--- src/rtl/nrs_cinit_gen.sv ---
// NRS scrambling-seed generator: c_init = 2^10*(7(ns+1)+l+1)*(2N+1) + 2N+1,
// computed per request with a sequential shift-add multiplier.
module nrs_cinit_gen #(
    parameter int NS_W    = 5,
    parameter int NID_W   = 9,
    parameter int L_W     = 3,
    parameter int NS_MAX  = 19,
    parameter int L_MAX   = 6,
    parameter int CINIT_W = 31
) (
    input  logic               clk,
    input  logic               rst,
    input  logic               start,
    input  logic [NS_W-1:0]    ns_in,
    input  logic [L_W-1:0]     l_in,
    input  logic [NID_W-1:0]   n_cell_id,
    output logic               busy,
    output logic [CINIT_W-1:0] cinit,
    output logic               valid,
    output logic               err
);

    localparam int MW    = NID_W + 1;
    localparam int A_MAX = 7 * (NS_MAX + 1) + L_MAX + 1;
    localparam int A_W   = $clog2(A_MAX + 1);
    localparam int P_W   = A_W + MW;
    localparam int CNT_W = $clog2(MW);

    localparam logic [NS_W-1:0]  NS_MAX_V = NS_MAX[NS_W-1:0];
    localparam logic [L_W-1:0]   L_MAX_V  = L_MAX[L_W-1:0];
    localparam logic [CNT_W-1:0] CNT_LAST = CNT_W'(MW - 1);

    typedef enum logic [1:0] {IDLE, MULT, ADD, DONE} state_t;

    state_t           state;
    logic [A_W-1:0]   a;
    logic [MW-1:0]    b;
    logic [P_W-1:0]   acc;
    logic [CNT_W-1:0] cnt;
    logic             legal;

    // 7(ns+1) formed as 8(ns+1)-(ns+1); wrap-around in A_W bits cancels out
    function automatic logic [A_W-1:0] symbol_term(input logic [NS_W-1:0] ns,
                                                   input logic [L_W-1:0]  l);
        logic [A_W-1:0] ns1;
        ns1 = A_W'(ns) + A_W'(1);
        return (ns1 << 3) - ns1 + A_W'(l) + A_W'(1);
    endfunction

    function automatic logic [P_W-1:0] partial(input logic [A_W-1:0]   op_a,
                                               input logic [MW-1:0]    op_b,
                                               input logic [CNT_W-1:0] bit_idx);
        return op_b[bit_idx] ? (P_W'(op_a) << bit_idx) : '0;
    endfunction

    function automatic logic [CINIT_W-1:0] final_sum(input logic [P_W-1:0] prod,
                                                     input logic [MW-1:0]  op_b);
        return CINIT_W'({prod, 10'd0}) + CINIT_W'(op_b);
    endfunction

    always_comb legal = (ns_in <= NS_MAX_V) && (l_in <= L_MAX_V);

    always_ff @(posedge clk or posedge rst) begin
        if (rst) begin
            state <= IDLE;
            busy  <= 1'b0;
            valid <= 1'b0;
            err   <= 1'b0;
            cinit <= '0;
            acc   <= '0;
            cnt   <= '0;
            a     <= '0;
            b     <= '0;
        end else begin
            valid <= 1'b0;
            err   <= 1'b0;
            case (state)
                IDLE, DONE: begin
                    state <= IDLE;
                    if (start) begin
                        if (legal) begin
                            a     <= symbol_term(ns_in, l_in);
                            b     <= {n_cell_id, 1'b1};
                            acc   <= '0;
                            cnt   <= '0;
                            busy  <= 1'b1;
                            state <= MULT;
                        end else begin
                            err <= 1'b1;
                        end
                    end
                end
                MULT: begin
                    acc <= acc + partial(a, b, cnt);
                    cnt <= cnt + CNT_W'(1);
                    if (cnt == CNT_LAST) begin
                        state <= ADD;
                    end
                end
                ADD: begin
                    cinit <= final_sum(acc, b);
                    busy  <= 1'b0;
                    valid <= 1'b1;
                    state <= DONE;
                end
                default: begin
                    busy  <= 1'b0;
                    state <= IDLE;
                end
            endcase
        end
    end

endmodule

--- config.mk ---
export PLATFORM = sky130hd
export DESIGN_NAME = nrs_cinit_gen
export DESIGN_NICKNAME = d
export VERILOG_FILES = /design/src/rtl/nrs_cinit_gen.sv
export SDC_FILE = /design/constraint.sdc
export NUM_CORES = 1
export LEC_CHECK = 0
export CELL_PAD_IN_SITES_DETAIL_PLACEMENT = 1
export CELL_PAD_IN_SITES_GLOBAL_PLACEMENT = 2
export CORE_MARGIN = 1.5
export CORE_UTILIZATION = 30
export CTS_CLUSTER_DIAMETER = 120
export DETAILED_ROUTE_END_ITERATION = 12
export PLACE_DENSITY_LB_ADDON = 0.05
export SLEW_MARGIN = 5
export SYNTH_ARGS = -nofsm -noshare
export SYNTH_HDL_FRONTEND = slang
export SYNTH_SLANG_ARGS = --single-unit
export TNS_END_PERCENT = 50
--- constraint.sdc ---
create_clock -name clk -period 4.5 [get_ports clk]
set_input_delay 0.45 -clock clk [delete_from_list [all_inputs] [get_ports clk]]
set_output_delay 0.45 -clock clk [all_outputs]
set_load 0.03 [all_outputs]
Yosys cells after proc, flatten, opt, wreduce, memory -nomap -nowiden
Index checks and enable logic that the tools add are counted.
- register bits: 76
- bits in latches: 0
- memory bits (writable): 0
- ROM bits: 0
- bits of input ports: 20
- output and inout port bits: 34
- word-level logic and storage cells: 55
- memories kept: 0
- add/sub/neg operators: 7
- multipliers: 0
- divide/modulo/power cells: 0
- order comparisons: 3
- eq/ne operators: 7
- shift operators: 1
- mux-type cells: 20
- bitwise logic cells: 0
- reduce and logical (&&, ||, !) cells: 8
- operators with widths (kind ; count):
    two-way mux 18 bit ; 3
    case mux 18 bit (2 select lines) ; 1
    adder 28 x 10 -> 29 bit ; 1
    adder 18 bit ; 1
    << shifter 8 x 4 -> 18 bit ; 1
    two-way mux 1 bit ; 9
    AND reduction 3 bit ; 3
    adder 8 x 1 -> 8 bit, second input constant ; 1
    adder 8 x 3 -> 8 bit ; 1
    two-way mux 4 bit ; 2
    case mux 4 bit (2 select lines) ; 1
    subtractor 8 x 6 -> 8 bit ; 1
    adder 5 x 1 -> 6 bit, second input constant ; 1
    inequality test 2 bit, second input constant ; 3
    case mux 2 bit (3 select lines) ; 1
    <= comparator 5 bit, second input constant ; 1
    < comparator 4 x 5 -> 1 bit, second input constant ; 1
    adder 4 x 1 -> 4 bit, second input constant ; 1
    binary-select mux 1 bit (select 4 bit) ; 1
    == test 2 bit, second input constant ; 2
    == test 4 bit, second input constant ; 1
    nonzero test 2 bit ; 2
    <= comparator 3 bit, second input constant ; 1
    == test 2 x 1 -> 1 bit, second input constant ; 1
    5 further kinds ; 5

Logic depth before layout (Yosys ltp)
Gate-level depths: netlist (run 1).
- depth in word-level cells: 5
- mapped depth: 16

Worst setup path before layout (run 1)
No wires, ideal clock.
- path type: reg2reg
- start: reg cnt[0]
- end: reg acc[15]
- data arrival time: 3167 ps
- required time: 4408 ps
- setup slack: 1241 ps
- cell stages (with the launch flop): 14
- buffers on the path: 1
- period minus slack after synthesis: 3259 ps
- path through: dfrtp_1 > buf_1 > mux2_2 > nand3_1 > and2_1 > nor2_1 > ha_1 > nand2_1 > or3_1 > a211o_1 > a21oi_2 > o21ai_1 > nor3b_1 > o31ai_2
- word-level cells in the longest chain between the ends: 5
- elaborated cells between the ends (all ways): 6
- those cells by class: add/sub (1); shift (1); mux (4)
- RTL lines (element ; RTL line ; RTL):
    start, declared ; 39 ; logic [CNT_W-1:0] cnt;
    start signal, assigned ; 95 ; cnt <= cnt + CNT_W'(1);
    binary-select mux 1 bit (select 4 bit) ; 53 ; return op_b[bit_idx] ? (P_W'(op_a) << bit_idx) : '0;
    two-way mux 1 bit (not written as such) ; 53 ;
    two-way mux 18 bit (*) ; 53 ;
    adder 18 bit (*) ; 94 ; acc <= acc + partial(a, b, cnt);
    case mux 18 bit (2 select lines) (*) ; 77 ; case (state)
    end signal, assigned ; 94 ;
    end, declared ; 38 ; logic [P_W-1:0] acc;
Every way passes the cells marked *; elsewhere a longest branch is shown, timed or not. The select of a mux whose other input is x is not followed.
A chain may end at the register's enable or synchronous reset.

Final worst setup path (run 1)
- start: reg cnt[1]
- end: reg acc[15]
Same word-level chain as after synthesis.

==> results by stage, run 1 <==
Clocking:
- The total number of clock tree sinks is 73.
- The clock buffer count from CTS is 9.
- The buffer levels on the longest clock path is 2.
- The clock insertion delay at the later pin of the skew report is between 0.3 and 0.4 ns.
- Buffers added to address setup during post-CTS repair amount to 0.
- The number of hold buffers added after CTS was 0.
- The clock-pin slew on the worst setup and hold paths is 0.07 ns.
- The clock root buffer is clkbuf_16.
- The level count of the clock H-tree is 3.
- TritonCTS built the clock tree.
- Post-CTS repair changed the size of 0 cells.

Yosys:
- The main combinational cell family by area after synthesis is multiplexers.
- In the synthesized netlist the async set-or-reset flop fraction comes to 100%.
- The mux contribution to synthesized area is between 10% and 20%.
- In the synthesized netlist, the number of instances is around 450.
- The xor/xnor share of the synthesized area is 4.51%.
- The number of storage elements in the synthesis netlist is between 70 and 80.
- For this run, the number of Yosys warnings is 0.
- The synthesized-area fraction occupied by adder cells is 10.4%.
- Summing the areas of all compound-gate instances in the mapped netlist gives about 14% of the synthesized area.
- Summing the areas of all and, or, nand and nor instances in the mapped netlist gives 11.7% of the synthesized area.
- After synthesis, the netlist uses 51 different library cells.
- The share of the Yosys chip area taken by registers is between 40% and 50%.
- The per-instance average area after synthesis is roughly 10 sq um.
- The count of flip-flops with a built-in enable after synthesis is 0.
- The cell area after synthesis is 4470 sq um.
- The flip-flop cell with the highest count after synthesis is dfrtp_1.

Floorplan:
- The number of core rows is 44.
- The total die area is between 15,000 and 20,000 sq um.
- 54 I/O pins were placed.
- The die is approximately 130 microns tall.
- For this configuration, the core starts out at a cell density of between 30% and 40%.
- The die outline width is 125 microns.
- The total area inside the core boundary comes to 14,500 sq um.

Drt:
- Before antenna repair, the detailed router went through 4 iterations.
- The via count normalized by instance count is just over 5.
- The aggregate routed wire length is 11,600 microns.
- The detailed-route wire length per cell is between 15 and 20 microns.
- The post-route DRC violation count is 0.
- The overall via count from detail_route is around 3,400.
- The post-detailed-route count of antenna-violating nets is 0.
- The number of DRC markers after the initial detailed-route iteration is roughly 150.

Global routing:
- Entering global routing, the biggest net connects 52 pins.
- The global-route met3 utilization is between 4 and 5%.
- The initial antenna violation count is 0.
- For met2 alone, demand over resource in global routing was 25.0%.
- The busiest layer in global routing is met2.
- For this run, the total global-route usage over all layers was measured as around 16%.
- The routing usage on met1 is approximately a fifth.
- The first-pass GRT wire length is approximately 19,000 microns.
- The sum of overflow across all layers after global routing is 0.
- The number of global-route vias before repair is roughly 3,500.

Worst setup path:
- The critical path required time is approximately 4.8 ns.
- The maximum fanout count along the critical path is 20.
- The cell occurring most often along the worst timing path is nor2_1.
- The critical path ends at acc[15].
- The launching point of the worst reg2reg path is cnt[1].
- Walking the worst path, the cells encountered are mux2_2, a21oi_1, a21o_1, nor2_1, a31oi_1, nor2_1, ha_1, nand2_1, or3_1, a211o_1, a21oi_2, o21ai_1, nor3b_1, o31ai_2.
- The cell count of the worst reg-to-reg path is 14.
- In this run the critical register-to-register path is captured at acc[15].
- For this run, the slowest stage of the critical path takes 0.82 ns.
- STA classifies the critical path startpoint as a flip-flop.
- The kind of end point of the critical path is a flip-flop.
- The critical path data arrival time is approximately 4.1 ns.
- The first element of the critical path is cnt[1].
- The worst register-to-register path has a setup slack of 0.71 ns.
- The critical path start-end classification is flip-flop to flip-flop.
- The cell with the largest stage delay on the worst path is dfrtp_1.

Timing:
- The final-layout setup total negative slack is 0 ns.
- The relative slew slack is ~50%.
- The portion of the clock cycle consumed by the worst path in the final layout is 84.2%.
- For the pin with the worst max-slew slack, the measured transition is 0.737 ns.
- The number of pins with negative max-slew slack in the final report came to 0.
- Setup repair after global routing left no endpoint under its margin.
- The upper clock frequency limit is roughly 260 MHz.
- The setup clock skew after layout is 0.00785 ns.
- The worst slack on hold paths is around 0.44 ns.
- The count of final hold-check violations came to 0.
- The final critical path time including I/O delays and setup is 3.79 ns.
- The number of setup violations in the final report is 0.

Status:
- The run finished with clean final reports.

Cells and area:
- The area growth from synthesis to layout is 22.0%.
- The proportion of layout cells with a drive suffix above 1 is about an eighth.
- The final core area utilization is ~38%.
- The number of diodes is 0.
- The net count of the finished layout is 551.
- After filler insertion, the fill cell instance count of the layout stands at roughly 1,700.

Pwr:
- The static leakage power is about 0.0025 uW.
- The worst IR drop on VDD is roughly 0.00030 V.
- The power density over cell area is 657 nW/um^2.
- The post-route total power is 3580 uW.

Run:
- The tool flagged a number of max-cap violations equal to 0.

Placement:
- The quantity of I/O buffers inserted on ports is 50.
- The final RePlAce weighted congestion is just over 0.8.
- Detailed placement finished with a half-perimeter wire length of roughly 8700 microns.

Hold path:
- The path class of the lowest-slack min-delay path is input pin to async pin.
## how the worst min path moves through the flow
stage | slack (ns) | start | endpoint | cells past startpoint
5_1_grt | 0.47 | rst | valid | 2
4_1_cts | 0.45 | rst | valid | 2
3_5_place_dp | 0.49 | cinit[13] | cinit[13] | 1
6_report | 0.44 | rst | valid | 2
2_1_floorplan | 0.45 | b[0] | b[0] | 1
3_3_place_gp | 0.49 | cinit[21] | cinit[21] | 1
## synthesized netlist by cell type, drive strengths merged, types with 2 or more instances
cell    count  area (sq um)
o21ai      24           120
mux2       42           473
o211ai      2          15.0
mux2i      13           130
nor2b       6          37.5
nand3      12          60.1
o31ai      12          95.1
clkbuf     13          48.8
a31oi       6          37.5
buf         7          38.8
inv        19          71.3
a21oi      27           139
nand2b      6          37.5
xor2       16           140
mux4        2          45.0
o21a        3          23.8
nor3        5          25.0
nand4       3          18.8
nor2       28           105
and2        3          18.8
a211oi      2          15.0
nand2      47           176
o21bai      2          15.0
nor3b       2          15.0
a22oi       3          22.5
a21o        9          68.8
o22ai       5          31.3
xnor2       7          61.3
dfrtp      73          1830
fa          2          40.0
ha         34           425
a21boi      2          15.0
## cells by family (layout without fill, tap and decap cells)
kind of cell | Yosys count | count (layout)
AOI/OAI and AO/OA | 102 | 102
xor gates and xnor gates | 23 | 23
adders and majority gates | 36 | 36
buffers and inverters | 39 | 90
DFF | 73 | 73
muxes | 57 | 57
other | 1 | 3
and+or+nand+nor | 116 | 116
## layout make-up
type | instances | area, sq um | area share (%)
multi-input cells | 337 | 2490 | 45.7
clock buffers | 9 | 225 | 4.13
clock inverters | 7 | 68.8 | 1.26
well taps | 184 | 230 | 4.22
inverters | 19 | 71.3 | 1.31
flip-flops and latches | 73 | 1830 | 33.5
repair buffers | 55 | 538 | 9.87
## placed cells by master, fill, tap and decap left out, types with 3 or more instances in the layout
cell	n
and2_1	3
mux2_1	11
o21ai_0	6
inv_1	18
clkbuf_16	9
mux2_2	31
nor2b_1	6
xnor2_1	7
nor2_1	28
nand4_1	3
inv_8	3
ha_1	34
xor2_1	16
nor3_1	5
nand3_1	12
a22oi_1	3
conb_1	3
dfrtp_1	73
a21o_1	8
nand2b_1	6
clkdlybuf4s50_1	50
nand2_1	47
a31oi_1	6
o31ai_1	11
a21oi_1	26
o21ai_1	18
buf_4	5
mux2i_1	13
o22ai_1	5
## critical path: cells and delay by family (launching register included)
family          cells  cell delay (ns)
flops               1             0.82
mux                 1             0.42
fa+ha+maj           1             0.35
simple gates        5             0.76
compound gates      7             1.36
## sequential cells by signal, summed over array words and instances (netlist names)
register  cells
busy          1
valid         1
state         2
err           1
cinit        28
a             8
acc          18
cnt           4
b            10
## power by group
group	switching, uW	internal [uW]	total, uW
combinational	1040	752	1790
sequential	202	875	1080
clock	320	391	710
total	1560	2020	3580
## per-layer routing
metal | share of wire (%) | up-vias
met5 | 0 | -
met4 | 1.7 | 0
met3 | 3.4 | 9
met2 | 47 | 56
met1 | 48 | 1687
li1 | - | 1688
## through the flow
stage          cell area (sq um)  cells  worst slack (ns)
5_1_grt                     5450    684             0.436
2_1_floorplan               4480    449              1.24
3_3_place_gp                5160    668             0.826
4_1_cts                     5450    684             0.718
6_report                    5450    684             0.710
3_5_place_dp                5160    668             0.754
(Power assumes the default switching activity.)
==> run 2: changes to the inputs <==
- clock period: 4.5 -> 3.9 ns (I/O delays scaled with it)
==> results by stage, run 2 (same netlist as run 1, synthesis figures left out) <==
Status:
- Outcome: finished, final reports clean (unchanged).

Worst setup path:
- The startpoint type of the worst setup path is a flip-flop (unchanged).
- Sequence of cells on the critical path: mux2_2, a21oi_1, a21o_1, nor2_1, a31oi_1, nor2_1, ha_1, nand2_1, or3_1, a211o_1, a21oi_2, o21ai_1, nor3b_1, o31ai_2 (unchanged).
- The number of buffers and inverters on the critical path is 0 (unchanged).
- The kind of end point of the critical path was a flip-flop (unchanged).
- The critical path required time was 4.15 ns (was 4.76 ns).
- The maximum fanout count along the critical path is 14 (was 20).
- The critical path start-end classification was flip-flop to flip-flop (unchanged).
- The top cell family by delay on the critical path is compound AO/OA/AOI/OAI gates (unchanged).
- The critical path data arrival time came to 3.85 ns (was 4.05 ns).
- The cell occurring most often along the worst timing path was nor2_1 (unchanged).
- The delay of the slowest cell on the worst path came to 0.66 ns (was 0.82 ns).
- The cell with the largest stage delay on the worst path was dfrtp_1 (unchanged).

Placement:
- The placement-stage cell area was 5180 sq um (was 5160 sq um).
- The worst-case setup slack after placement came to 0.336 ns (was 0.754 ns).
- The HPWL reported at the end of detailed placement is 8950 microns (was 8710 microns).
- The quantity of I/O buffers inserted on ports came to 50 (unchanged).
- The final RePlAce weighted congestion is 0.823 (was 0.812).

Clocking:
- The clock buffer count from CTS is 9 (unchanged).
- The TritonCTS clock tree is done (unchanged).
- The level count of the clock H-tree is 3 (unchanged).
- The clock root buffer is clkbuf_16 (unchanged).
- The clock insertion delay at the later pin of the skew report is 0.34 ns (was 0.35 ns).
- The clock-pin slew on the worst setup and hold paths is 0.06 ns (was 0.07 ns).
- The total number of clock tree sinks is 73 (unchanged).
- The post-CTS repair timing setup buffer count is 0 (unchanged).
- The post-CTS resize count is 0 (unchanged).
- The number of buffers added to fix hold violations after cts is 0 (unchanged).
- The buffer levels on the longest clock path was 2 (unchanged).

Global routing:
- The sum of overflow across all layers after global routing is 0 (unchanged).
- The initial antenna violation count was 0 (unchanged).
- The busiest layer in global routing is met2 (unchanged).
- The global-route usage over all layers was 15.8% (was 15.6%).
- The largest net degree at the start of global routing is 38 (was 52).
- The routing usage on met1 came to 20.4% (was 20.5%).
- The met2 usage in global routing is 26.5% (was 25.0%).
- The global-route met3 utilization is 3.42% (was 4.66%).
- The first-pass GRT wire length was 19,400 microns (was 19,100 microns).
- The number of global-route vias before repair is 3,619 (was 3,508).

Drt:
- The post-detailed-route count of antenna-violating nets is 0 (unchanged).
- The aggregate routed wire length is 11,700 microns (was 11,600 microns).
- The detailed-route wire length per cell came to 17.0 microns (was 16.9 microns).
- The via count normalized by instance count is 4.97 (was 5.03).
- The number of DRC markers after the initial detailed-route iteration is 103 (was 148).
- The number of search-and-repair iterations in the first detailed-routing pass is 4 (unchanged).
- The overall via count from detail_route is 3,410 (was 3,440).
- The post-route DRC violation count is 0 (unchanged).

Cells and area:
- The number of flip-flops in the largest register was 28 (unchanged).
- The most flop-heavy register is cinit (unchanged).
- The commonest non-fill, non-tap cell in the layout is dfrtp_1 (unchanged).
- The area growth from synthesis to layout is 23.0% (was 22.0%).
- The net count of the finished layout is 553 (was 551).
- Top flop regs: cinit (28), acc (18), b (10) (unchanged).
- Commonest cells after routing, fill and taps aside: dfrtp_1 (73), clkdlybuf4s50_1 (50), nand2_1 (47) (unchanged).
- The proportion of layout cells with a drive suffix above 1 is 12.2% (was 11.8%).
- The final design area excluding fillers is 5500 sq um (was 5450 sq um).
- The number of diodes is 0 (unchanged).

Floorplan:
- The total die area is 15,600 sq um (unchanged).
- The number of core rows is 44 (unchanged).
- The height of the die was 125 microns (unchanged).
- The number of top-level pins was 54 (unchanged).
- The effective utilization at floorplan is 30.8% (unchanged).
- The floorplan core area is 14,500 sq um (unchanged).
- The die outline width was 125 microns (unchanged).

Timing:
- The measured slew at the worst slew-check pin is 0.838 ns (was 0.737 ns).
- The final-layout setup total negative slack is 0 ns (unchanged).
- Setup repair after global routing missed its margin: false (unchanged).
- The slack of the critical path came to 0.302 ns (was 0.710 ns).
- The number of pins with negative max-slew slack in the final report is 0 (unchanged).
- The setup clock skew after layout is 0.0105 ns (was 0.00785 ns).
- The worst slack on hold paths came to 0.502 ns (was 0.441 ns).
- The final critical path time including I/O delays and setup is 3.60 ns (was 3.79 ns).
- The relative slew slack is 44.1% (was 50.9%).
- The upper clock frequency limit is 278 MHz (was 264 MHz).
- The count of final hold-check violations came to 0 (unchanged).
- The number of setup violations in the final report was 0 (unchanged).
- The portion of the clock cycle consumed by the worst path in the final layout is 92.3% (was 84.2%).

Pwr:
- The post-route total power is 4180 uW (was 3580 uW).
- The static leakage power is 0.00248 uW (was 0.00246 uW).
- The worst IR drop on VDD is 0.000316 V (was 0.000303 V).
- The power density over cell area came to 760 nW/um^2 (was 657 nW/um^2).

Run:
- The max-capacitance violation count is 0 (unchanged).

Hold path:
- The path class of the lowest-slack min-delay path is flip-flop to flip-flop (was input pin to async pin).
run 2: cell types whose count changed in the layout (fill, tap and decap cells not counted), sizes merged:
cell and delta:
clkbuf +1, clkinv +1, bufinv +1, buf +2
inv -3
run 2: final timing paths:
check,from,endpoint,slack [ns],cells after the start
max reg2reg,cnt[1],acc[15],0.30,14
min in group asynchronous,rst,cinit[8],0.53,2
min,cinit[16],cinit[16],0.50,1
max in group asynchronous,rst,acc[13],2.66,3
min reg2reg,cinit[16],cinit[16],0.50,1
max,cnt[1],acc[15],0.30,14
run 2: area by class of cell:
class / count / area [sq um]
multi-input combinational: 337 / 2490
inverter: 19 / 71.3
clock buffer: 10 / 239
timing repair buffer: 57 / 566
clock inverter: 6 / 73.8
sequential: 73 / 1830
fill: 1659 / 9040
tap: 184 / 230
run 2: per-layer routing:
metal  up-vias  share of wire, %
met1      1665                49
li1       1690                 -
met3        10               2.6
met2        45                47
met5         -                 0
met4         0               1.2
run 2: power breakdown:
part,total (uW),internal (uW),switching [uW]
Clock,870,521,349
Sequential,1230,1010,224
Combinational,2070,874,1200
Total,4180,2410,1770
run 2: worst register-to-register path, cell delays in order, from the launching register on:
cell and delay (ns):
dfrtp_1 0.66, mux2_2 0.41, a21oi_1 0.21, a21o_1 0.17, nor2_1 0.04, a31oi_1 0.15
nor2_1 0.06, ha_1 0.35, nand2_1 0.08, or3_1 0.39, a211o_1 0.32, a21oi_2 0.19
o21ai_1 0.10, nor3b_1 0.15, o31ai_2 0.20
run 2: per-stage QoR:
step	utilization (%)	instances
after floorplan	-	449
after global placement	35.7	670
after detailed placement	35.7	670
after CTS	37.8	686
after global routing	37.8	686
final	37.8	686
==> run 3: changes to the inputs <==
- GPL_ROUTABILITY_DRIVEN: unset -> 0
==> results of run 3 <==
No change in the layout: final DEF, timing and power equal those of run 2.
